`config.mk`:
```
export PLATFORM = sky130hd
export DESIGN_NAME = expr_result_unpacker_flat
export DESIGN_NICKNAME = d
export VERILOG_FILES = /design/src/rtl/expr_result_unpacker_if.sv /design/src/rtl/expr_result_unpacker.sv /design/src/flat_wrapper.sv
export SDC_FILE = /design/constraint.sdc
export NUM_CORES = 1
export LEC_CHECK = 0
export BUFFER_PORTS_ARGS = -buffer_cell sky130_fd_sc_hd__buf_2
export CAP_MARGIN = 20
export CORE_MARGIN = 10
export CORE_UTILIZATION = 52
export DETAILED_ROUTE_END_ITERATION = 6
export PLACE_DENSITY = 0.75
export SYNTH_ARGS = -nofsm -noshare
export SYNTH_HDL_FRONTEND = slang
export SYNTH_SLANG_ARGS = --single-unit
```
`constraint.sdc`:
```
create_clock -name clk -period 3.45 [get_ports clk]
set_input_delay 0.1725 -clock clk [delete_from_list [all_inputs] [get_ports clk]]
set_output_delay 0.1725 -clock clk [all_outputs]
set_load 0.05 [all_outputs]
```
`src/rtl/expr_result_unpacker_if.sv`:
```
// ---------------------------------------------------------------------------
// expr_result_unpacker_if
//   Handshake bundle between the expression capture side (packed words in)
//   and the scoreboard / trace logger side (one field beat out).
//
//   in_valid / in_ready / in_data   : packed word transfer, field 0 in MSBs
//   out_valid / out_ready           : field beat transfer
//   out_idx, out_width, out_signed  : field descriptor of the current beat
//   out_value                       : field value extended to 6 bits
//   out_last, out_chk               : last-beat flag and XOR of all values
//
//   slave  : unpacker side
//   master : producer / consumer side (bench or surrounding logic)
// ---------------------------------------------------------------------------
interface expr_result_unpacker_if #(
    parameter int FIELDS = 18
);
    localparam int DATA_W = FIELDS * 5;

    logic              in_valid;
    logic              in_ready;
    logic [DATA_W-1:0] in_data;
    logic              out_valid;
    logic              out_ready;
    logic [4:0]        out_idx;
    logic [2:0]        out_width;
    logic              out_signed;
    logic [5:0]        out_value;
    logic              out_last;
    logic [5:0]        out_chk;

    modport slave (
        input  in_valid, in_data, out_ready,
        output in_ready, out_valid, out_idx, out_width, out_signed,
               out_value, out_last, out_chk
    );

    modport master (
        output in_valid, in_data, out_ready,
        input  in_ready, out_valid, out_idx, out_width, out_signed,
               out_value, out_last, out_chk
    );
endinterface

```
`src/rtl/expr_result_unpacker.sv`:
```
// ---------------------------------------------------------------------------
// expr_result_unpacker
//   Takes one packed result word (FIELDS fields, widths 4/5/6 repeating,
//   fields 3..5 of every group of six signed) and emits it one field per
//   beat, each field extended to 6 bits, with a running XOR checksum that is
//   complete on the last beat.  A new word is accepted on the last beat's
//   handshake so consecutive words stream without a bubble.
//
//   Ports
//     clk    : rising-edge clock
//     reset  : asynchronous, active-high; drops any partially emitted word
//     bus    : expr_result_unpacker_if.slave (word in, field beats out)
// ---------------------------------------------------------------------------
module expr_result_unpacker #(
    parameter int FIELDS = 18
) (
    input  logic                          clk,
    input  logic                          reset,
    expr_result_unpacker_if.slave         bus
);
    localparam int         DATA_W   = FIELDS * 5;
    localparam logic [4:0] LAST_IDX = 5'(FIELDS - 1);

    typedef enum logic { IDLE, EMIT } state_t;

    state_t            state_q, state_d;
    logic [4:0]        idx_q, idx_d;
    // Position inside the current group of six fields; drives width/sign.
    logic [2:0]        ph_q, ph_d;
    logic [DATA_W-1:0] sr_q, sr_d;
    logic [5:0]        chk_q, chk_d;

    logic              emit;
    logic              is_last;
    logic              in_ready_w;
    logic [2:0]        cur_width;
    logic              cur_signed;
    logic [5:0]        cur_value;

    function automatic logic [2:0] phase_width(input logic [2:0] ph);
        case (ph)
            3'd0, 3'd3: phase_width = 3'd4;
            3'd1, 3'd4: phase_width = 3'd5;
            default:    phase_width = 3'd6;
        endcase
    endfunction

    // top holds the six MSBs of the shift register; the field sits left-aligned.
    function automatic logic [5:0] extend_field(input logic [5:0] top,
                                                input logic [2:0] width,
                                                input logic       sgn);
        case (width)
            3'd4:    extend_field = sgn ? {{2{top[5]}}, top[5:2]} : {2'b00, top[5:2]};
            3'd5:    extend_field = sgn ? {top[5], top[5:1]}      : {1'b0, top[5:1]};
            default: extend_field = top;
        endcase
    endfunction

    assign emit       = (state_q == EMIT);
    assign is_last    = (idx_q == LAST_IDX);
    assign cur_width  = phase_width(ph_q);
    assign cur_signed = (ph_q >= 3'd3);
    assign cur_value  = extend_field(sr_q[DATA_W-1 -: 6], cur_width, cur_signed);

    // The only combinational input-to-output path: the last beat's handshake
    // frees the shift register for the next word in the same cycle.
    assign in_ready_w = !emit || (is_last && bus.out_ready);

    // Outputs are forced to their idle values outside EMIT so stale shift
    // register contents never leak after a word completes or is aborted.
    assign bus.in_ready   = in_ready_w;
    assign bus.out_valid  = emit;
    assign bus.out_idx    = emit ? idx_q : 5'd0;
    assign bus.out_width  = emit ? cur_width : 3'd4;
    assign bus.out_signed = emit && cur_signed;
    assign bus.out_value  = emit ? cur_value : 6'd0;
    assign bus.out_last   = emit && is_last;
    assign bus.out_chk    = emit ? (chk_q ^ cur_value) : 6'd0;

    always_comb begin
        state_d = state_q;
        idx_d   = idx_q;
        ph_d    = ph_q;
        sr_d    = sr_q;
        chk_d   = chk_q;

        if (bus.in_valid && in_ready_w) begin
            // Covers both the IDLE load and the no-bubble reload on the last beat.
            state_d = EMIT;
            sr_d    = bus.in_data;
            idx_d   = 5'd0;
            ph_d    = 3'd0;
            chk_d   = 6'd0;
        end else begin
            case (state_q)
                IDLE: ;
                EMIT: begin
                    if (bus.out_ready) begin
                        if (is_last) begin
                            state_d = IDLE;
                        end else begin
                            case (cur_width)
                                3'd4:    sr_d = sr_q << 4;
                                3'd5:    sr_d = sr_q << 5;
                                default: sr_d = sr_q << 6;
                            endcase
                            idx_d = idx_q + 5'd1;
                            ph_d  = (ph_q == 3'd5) ? 3'd0 : ph_q + 3'd1;
                            chk_d = chk_q ^ cur_value;
                        end
                    end
                end
                default: state_d = IDLE;
            endcase
        end
    end

    always_ff @(posedge clk or posedge reset) begin
        if (reset) begin
            state_q <= IDLE;
            idx_q   <= 5'd0;
            ph_q    <= 3'd0;
        end else begin
            state_q <= state_d;
            idx_q   <= idx_d;
            ph_q    <= ph_d;
        end
    end

    // Datapath registers carry no reset: they are always reloaded before use
    // and are masked from the outputs while IDLE.
    always_ff @(posedge clk) begin
        sr_q  <= sr_d;
        chk_q <= chk_d;
    end
endmodule

```
`src/flat_wrapper.sv`:
```
// flat-port wrapper written by rule: the top's interface ports become plain ports
module expr_result_unpacker_flat 
#(
    parameter int FIELDS = 18
)
  (clk, reset, bus_in_valid, bus_in_data, bus_out_ready, bus_in_ready, bus_out_valid, bus_out_idx, bus_out_width, bus_out_signed, bus_out_value, bus_out_last, bus_out_chk);
  expr_result_unpacker_if #(.FIELDS(FIELDS)) bus_i ();
  input  logic clk;
  input  logic reset;
  input wire logic [$bits(bus_i.in_valid)-1:0] bus_in_valid;
  input wire logic [$bits(bus_i.in_data)-1:0] bus_in_data;
  input wire logic [$bits(bus_i.out_ready)-1:0] bus_out_ready;
  output wire logic [$bits(bus_i.in_ready)-1:0] bus_in_ready;
  output wire logic [$bits(bus_i.out_valid)-1:0] bus_out_valid;
  output wire logic [$bits(bus_i.out_idx)-1:0] bus_out_idx;
  output wire logic [$bits(bus_i.out_width)-1:0] bus_out_width;
  output wire logic [$bits(bus_i.out_signed)-1:0] bus_out_signed;
  output wire logic [$bits(bus_i.out_value)-1:0] bus_out_value;
  output wire logic [$bits(bus_i.out_last)-1:0] bus_out_last;
  output wire logic [$bits(bus_i.out_chk)-1:0] bus_out_chk;
  assign bus_i.in_valid = bus_in_valid;
  assign bus_i.in_data = bus_in_data;
  assign bus_i.out_ready = bus_out_ready;
  assign bus_in_ready = bus_i.in_ready;
  assign bus_out_valid = bus_i.out_valid;
  assign bus_out_idx = bus_i.out_idx;
  assign bus_out_width = bus_i.out_width;
  assign bus_out_signed = bus_i.out_signed;
  assign bus_out_value = bus_i.out_value;
  assign bus_out_last = bus_i.out_last;
  assign bus_out_chk = bus_i.out_chk;
  expr_result_unpacker #(.FIELDS(FIELDS)) u_core (.clk(clk), .reset(reset), .bus(bus_i));
endmodule
```
* After elaboration in Yosys (flattened, before gate mapping)
Cells that the tools add are included.
** Word-level totals
- Flip-flop bits (word level) :: 105
- Output and inout port bits :: 24
- Logic and storage cells :: 57
** Cells by class
- $add $sub $neg :: 2
- Magnitude comparators :: 1
- Eq/ne operators :: 8
- Muxes and demuxes :: 26
- Bitwise logic cells :: 2
- Reduce and logical (&&, ||, !) cells :: 13
** Operators by type and width (count)
- $mux 90 :: 4
- $pmux 90 s2 :: 1
- $mux 5 :: 5
- $mux 6 :: 4
- $mux 3 :: 5
- $eq 3x3->1 const B :: 4
- $pmux 6 s2 :: 1
- $reduce_and 3->1 :: 2
- $xor 6x6->6 :: 1
- $add 5x1->5 const B :: 1
- $eq 5x5->1 const B :: 1
- $logic_and 1x1->1 :: 4
- $mux 1 :: 4
- $pmux 2 s2 :: 1
- $reduce_bool 2->1 :: 2
- $reduce_or 2->1 :: 2
- $add 3x1->3 const B :: 1
- $eq 3x1->1 const B :: 1
- $eq 3x2->1 const B :: 1
- $ge 3x2->1 const B :: 1
- $logic_not 3->1 :: 1
- $mux 2 :: 1
- $ne 2x2->1 const B :: 1
- $logic_not 1->1 :: 1
- 2 further kinds :: 2

* Longest topological paths before layout
- Depth after elaboration :: 9
- Mapped depth :: 10
- Gate-level depth less buffers :: 7

* Worst setup path after synthesis
No wires, ideal clock.
- Kind :: flip-flop to flip-flop
- Start point :: register u_core.state_q (netlist: u_core.bus.out_valid)
- End point :: register u_core.ph_q[2]
- Arrival time :: 3111 ps
- Data required time :: 3207 ps
- Slack :: 97 ps
- Cell stages (with the launch flop) :: 5
- Path through :: dfrtp_1 > mux2_2 > o21ai_1 > inv_1 > o32ai_1
** On the way
- Word-level cells in the longest chain between the ends :: 5
** RTL lines
- start: declaration :: line expr_result_unpacker.sv:26 : state_t state_q, state_d;
- start signal: assignment :: line expr_result_unpacker.sv:124 : state_q <= state_d;
- $logic_not 1->1 :: line expr_result_unpacker.sv:67 : assign in_ready_w = !emit || (is_last && bus.out_ready);
- $logic_or 1x1->1 :: line expr_result_unpacker.sv:67
- $logic_and 1x1->1 :: line expr_result_unpacker.sv:87 : if (bus.in_valid && in_ready_w) begin
- $ne 2x2->1 (no line) or $reduce_bool 2->1 (tied branches)
- $reduce_and 3->1 (no line)
- end signal: assignment :: line expr_result_unpacker.sv:126 : ph_q <= ph_d;
- end: declaration :: line expr_result_unpacker.sv:29 : logic [2:0] ph_q, ph_d;
Several ways; a longest one is shown, not always the timed one.
A chain may end at the register's enable or synchronous reset.

* Worst setup path in the final report
- Start point :: register u_core.ph_q[0]
- End point :: output port bus_out_chk[4]
** On the way
- Word-level cells in the longest chain between the ends :: 7
** RTL lines
- $eq 3x1->1, or another cell as far along :: line expr_result_unpacker.sv:41 : case (ph)
- $reduce_or 2->1 :: line expr_result_unpacker.sv:41
- $pmux 2 s2 :: line expr_result_unpacker.sv:41
- $eq 3x3->1 :: line expr_result_unpacker.sv:52 : case (width)
- $pmux 6 s2 * :: line expr_result_unpacker.sv:52
- $xor 6x6->6 * :: line expr_result_unpacker.sv:78 : assign bus.out_chk = emit ? (chk_q ^ cur_value) : 6'd0;
- $mux 6 * :: line expr_result_unpacker.sv:78
- end: declaration :: line flat_wrapper.sv:20 : output wire logic [$bits(bus_i.out_chk)-1:0] bus_out_chk;
Mark *: on every way between the ends. The rest lies on a longest branch, timed or not.

==> results.sh <==
export IMPL_syn_num_nets=843
export IMPL_synth_edf_count=90
export IMPL_area_growth_pct=11.98
export IMPL_boundaryPins=118
export IMPL_grt_pass1_vias=6123
export IMPL_p_int_mw=4.887
export IMPL_reg2reg_slack_ns=0.77
export IMPL_avgSynthCellArea_sq_um=9.619
export IMPL_vias=6445
export IMPL_drtPass1Iterations=5
export IMPL_cp_max_fo=12
export IMPL_grt_pass1_wl_um=31310
export IMPL_synth_main_ff_cell="edfxtp_1"
export IMPL_antenna_found_initial=0
export IMPL_report_final_hold_viol_count=0
export IMPL_synth_seq_cells=105
export IMPL_fin_setup_tns_ns=0
export IMPL_first_iter_violations=685
export IMPL_ys_warn_count=0
export IMPL_min_to="u_core.sr_q[76]"
export IMPL_drive_gt1_share_pct=23.49
export IMPL_pwr_share_comb_pct=56.9
export IMPL_r2r_end="u_core.sr_q[27]"
export IMPL_drc_errors=0
export IMPL_diodes=0
export IMPL_setup_violations=0
export IMPL_cts_buffer_depth=2
export IMPL_finClkSkew_ns=0.006616
export IMPL_die_area_sq_um=18900
export IMPL_yosysTopAreaCellShare_pct=37.66
export IMPL_worst_pin_slew_ns=1.107
export IMPL_postRouteAntennaNets=0
export IMPL_synthTopCellsByArea="edfxtp_1, o31ai_1, nor2b_1"
export IMPL_cp_start_kind="flip-flop"
export IMPL_synthArstFlopShare_pct=8.571
export IMPL_ctsResizeCount=0
export IMPL_gr_total_overflow=0
export IMPL_status="completed"
export IMPL_initial_utilization_pct=53.55
export IMPL_path_class="reg2out"
export IMPL_slowest_stage="dfrtp_1"
export IMPL_arrival_ns=2.74
export IMPL_synth_cell_type_count=50
export IMPL_fin_crit_ns=2.911
export IMPL_yosys_area_top_type="edfxtp_1"
export IMPL_rsz0062_at_grt="false"
export IMPL_wl_um=19950
export IMPL_critical_path_max_stage_delay_ns=0.75
export IMPL_cts_root_buf="clkbuf_16"
export IMPL_cp_end_kind="output pin"
export IMPL_hpwl_um=12830
export IMPL_routabilityCongestion=0.9045
export IMPL_clkPwrFrac_pct=10.8
export IMPL_ys_seq_area_share_pct=42.48
export IMPL_grt_use_total_pct=20.38
export IMPL_slew_headroom_pct=26.21
export IMPL_instances_no_fill=989
export IMPL_seq_power_share_pct=32.3
export IMPL_syn_inst=746
export IMPL_core_sq_um=13400
export IMPL_min_delay_start="bus_in_data[76]"
export IMPL_r2r_cells=4
export IMPL_die_x_um=137.5
export IMPL_timing_final_crit_share_pct=84.37
export IMPL_synthesis_area_sq_um=7176
export IMPL_htreeDepth=3
export IMPL_p_switching_mw=4.353
export IMPL_switching_share_pct=47.11
export IMPL_clk_pin_slew_ns=0.08
export IMPL_insertion_delay_ns=0.36
export IMPL_synth_common_cells="nor2_1, edfxtp_1, nand3_1, o31ai_1, nor2b_1"
export IMPL_post_synth_top_count_cell="nor2_1"
export IMPL_routed_via_density=6.517
export IMPL_hold_class="in2reg"
export IMPL_path_cells="and2_1 > ha_1 > o21ai_0 > o21a_1 > or3_1 > a21oi_1 > buf_2"
export IMPL_cts_buffers=9
export IMPL_max_freq_mhz=343.6
export IMPL_cts_tree="yes"
export IMPL_cts_setup_buffers=0
export IMPL_hold_buffers=1
export IMPL_grt_max_degree=92
export IMPL_dp_cells=972
export IMPL_reg2reg_from="u_core.ph_q[0]"
export IMPL_dieHeight_um=137.5
export IMPL_placement_io_buffers=116
export IMPL_num_rows=42
export IMPL_maxCapViolations=0
export IMPL_final_max_slew_violation_count=0
export IMPL_cp_data_required_time_ns=3.28
export IMPL_nNetsFinal=905
export IMPL_p_per_area_nw_per_um2=1150
export IMPL_wl_per_cell_um=20.17
export IMPL_clock_sinks=105
export IMPL_ir_worst_vdd_mv=0.8176
export IMPL_hold_depth=3
export IMPL_total_leakage_power_nw=2.890
[critical path: cells and delay by family, from the launching register on]
kind / cells / cell delay, ns
and+or+nand+nor: 2 / 0.59
AOI/OAI and AO/OA: 3 / 0.52
adders and majority gates: 1 / 0.21
DFF: 1 / 0.75
buffers and inverters: 1 / 0.30
[sequential cells by signal, summed over array words and instances, names as in the netlist]
name                  count
u_core.sr_q              90
u_core.chk_q              6
u_core.idx_q              5
u_core.ph_q               3
u_core.bus.out_valid      1
[metrics by stage]
stage | utilization (%) | total power, mW | worst slack [ns] | hold slack [ns] | cell area [sq um]
3_5_place_dp | 57.82 | 8.197 | 0.8710 | 0.1444 | 7749
4_1_cts | 59.96 | 9.214 | 0.5506 | 0.1054 | 8035
6_report | 59.96 | 9.240 | 0.5394 | 0.1129 | 8035
5_1_grt | 59.96 | 9.804 | 0.3729 | 0.1240 | 8035
3_3_place_gp | 57.82 | 8.016 | 0.9366 | 0.1298 | 7749
2_1_floorplan | - | 7.131 | 0.09685 | 0.0004180 | 7176
[power groups by stage]
stage / Sequential, mW / Combinational, mW / Clock [mW]
6_report: 2.99 / 5.26 / 0.995
5_1_grt: 3.06 / 5.69 / 1.06
4_1_cts: 2.96 / 5.23 / 1.02
3_5_place_dp: 2.98 / 5.22 / 0
3_3_place_gp: 2.96 / 5.06 / 0
2_1_floorplan: 2.74 / 4.39 / 0
[worst max path at each step]
| stage | slack [ns] | depth (start not counted) | endpoint | startpoint |
|---|---|---|---|---|
| floorplan | 0.1 | 4 | u_core.ph_q[2] | u_core.bus.out_valid |
| global placement | 0.94 | 4 | u_core.sr_q[27] | u_core.ph_q[0] |
| detailed placement | 0.87 | 4 | u_core.sr_q[20] | u_core.ph_q[0] |
| CTS | 0.55 | 7 | bus_out_chk[4] | u_core.ph_q[0] |
| global route | 0.37 | 7 | bus_out_chk[4] | u_core.ph_q[0] |
| finish | 0.54 | 7 | bus_out_chk[4] | u_core.ph_q[0] |
[area by class of cell]
type	count	area [sq um]
Sequential cell	105	3049
Tap cell	176	220.2
Clock buffer	9	225.2
Multi-Input combinational cell	545	3705
Timing Repair Buffer	135	738.2
Fill cell	1182	5365
Inverter	12	46.29
Clock inverter	7	51.30
[kinds of logic (layout without fill, tap and decap cells)]
group	after synthesis	after routing	share of synthesized area [%]
xor+xnor	7	7	1.064
buf+inv	96	163	6.277
mux	14	14	2.162
other cells	1	1	0.05226
compound gates	213	213	25.74
fa+ha+maj	3	3	0.5232
flops	105	105	42.48
simple gates	307	307	21.71
[routing by layer]
layer  global-route usage [%]  routed length, um  up-vias
met5                        0                  0        -
met4                    6.440                372        0
met3                    5.062               1700       36
met2                    32.97               9536      317
met1                    26.18               8339     3115
li1                         -                  -     2977
[placed cells by master (no fill, tap or decap), types with 4 or more instances in the layout]
| master | instances |
|---|---|
| inv_1 | 9 |
| a221oi_1 | 53 |
| clkbuf_16 | 9 |
| edfxtp_1 | 90 |
| mux2i_1 | 11 |
| o21ai_0 | 16 |
| dfxtp_1 | 6 |
| o21a_1 | 5 |
| dfrtp_1 | 8 |
| xor2_1 | 4 |
| a211oi_1 | 4 |
| o31ai_1 | 89 |
| a221oi_2 | 30 |
| nor2_1 | 94 |
| and2_1 | 11 |
| nand2_1 | 9 |
| a2bb2oi_1 | 4 |
| nand3_1 | 90 |
| nor2b_1 | 83 |
| and3_1 | 4 |
| nand2b_1 | 5 |
| buf_2 | 116 |
| buf_4 | 17 |
Note: power is estimated with default switching activity, not from simulation.
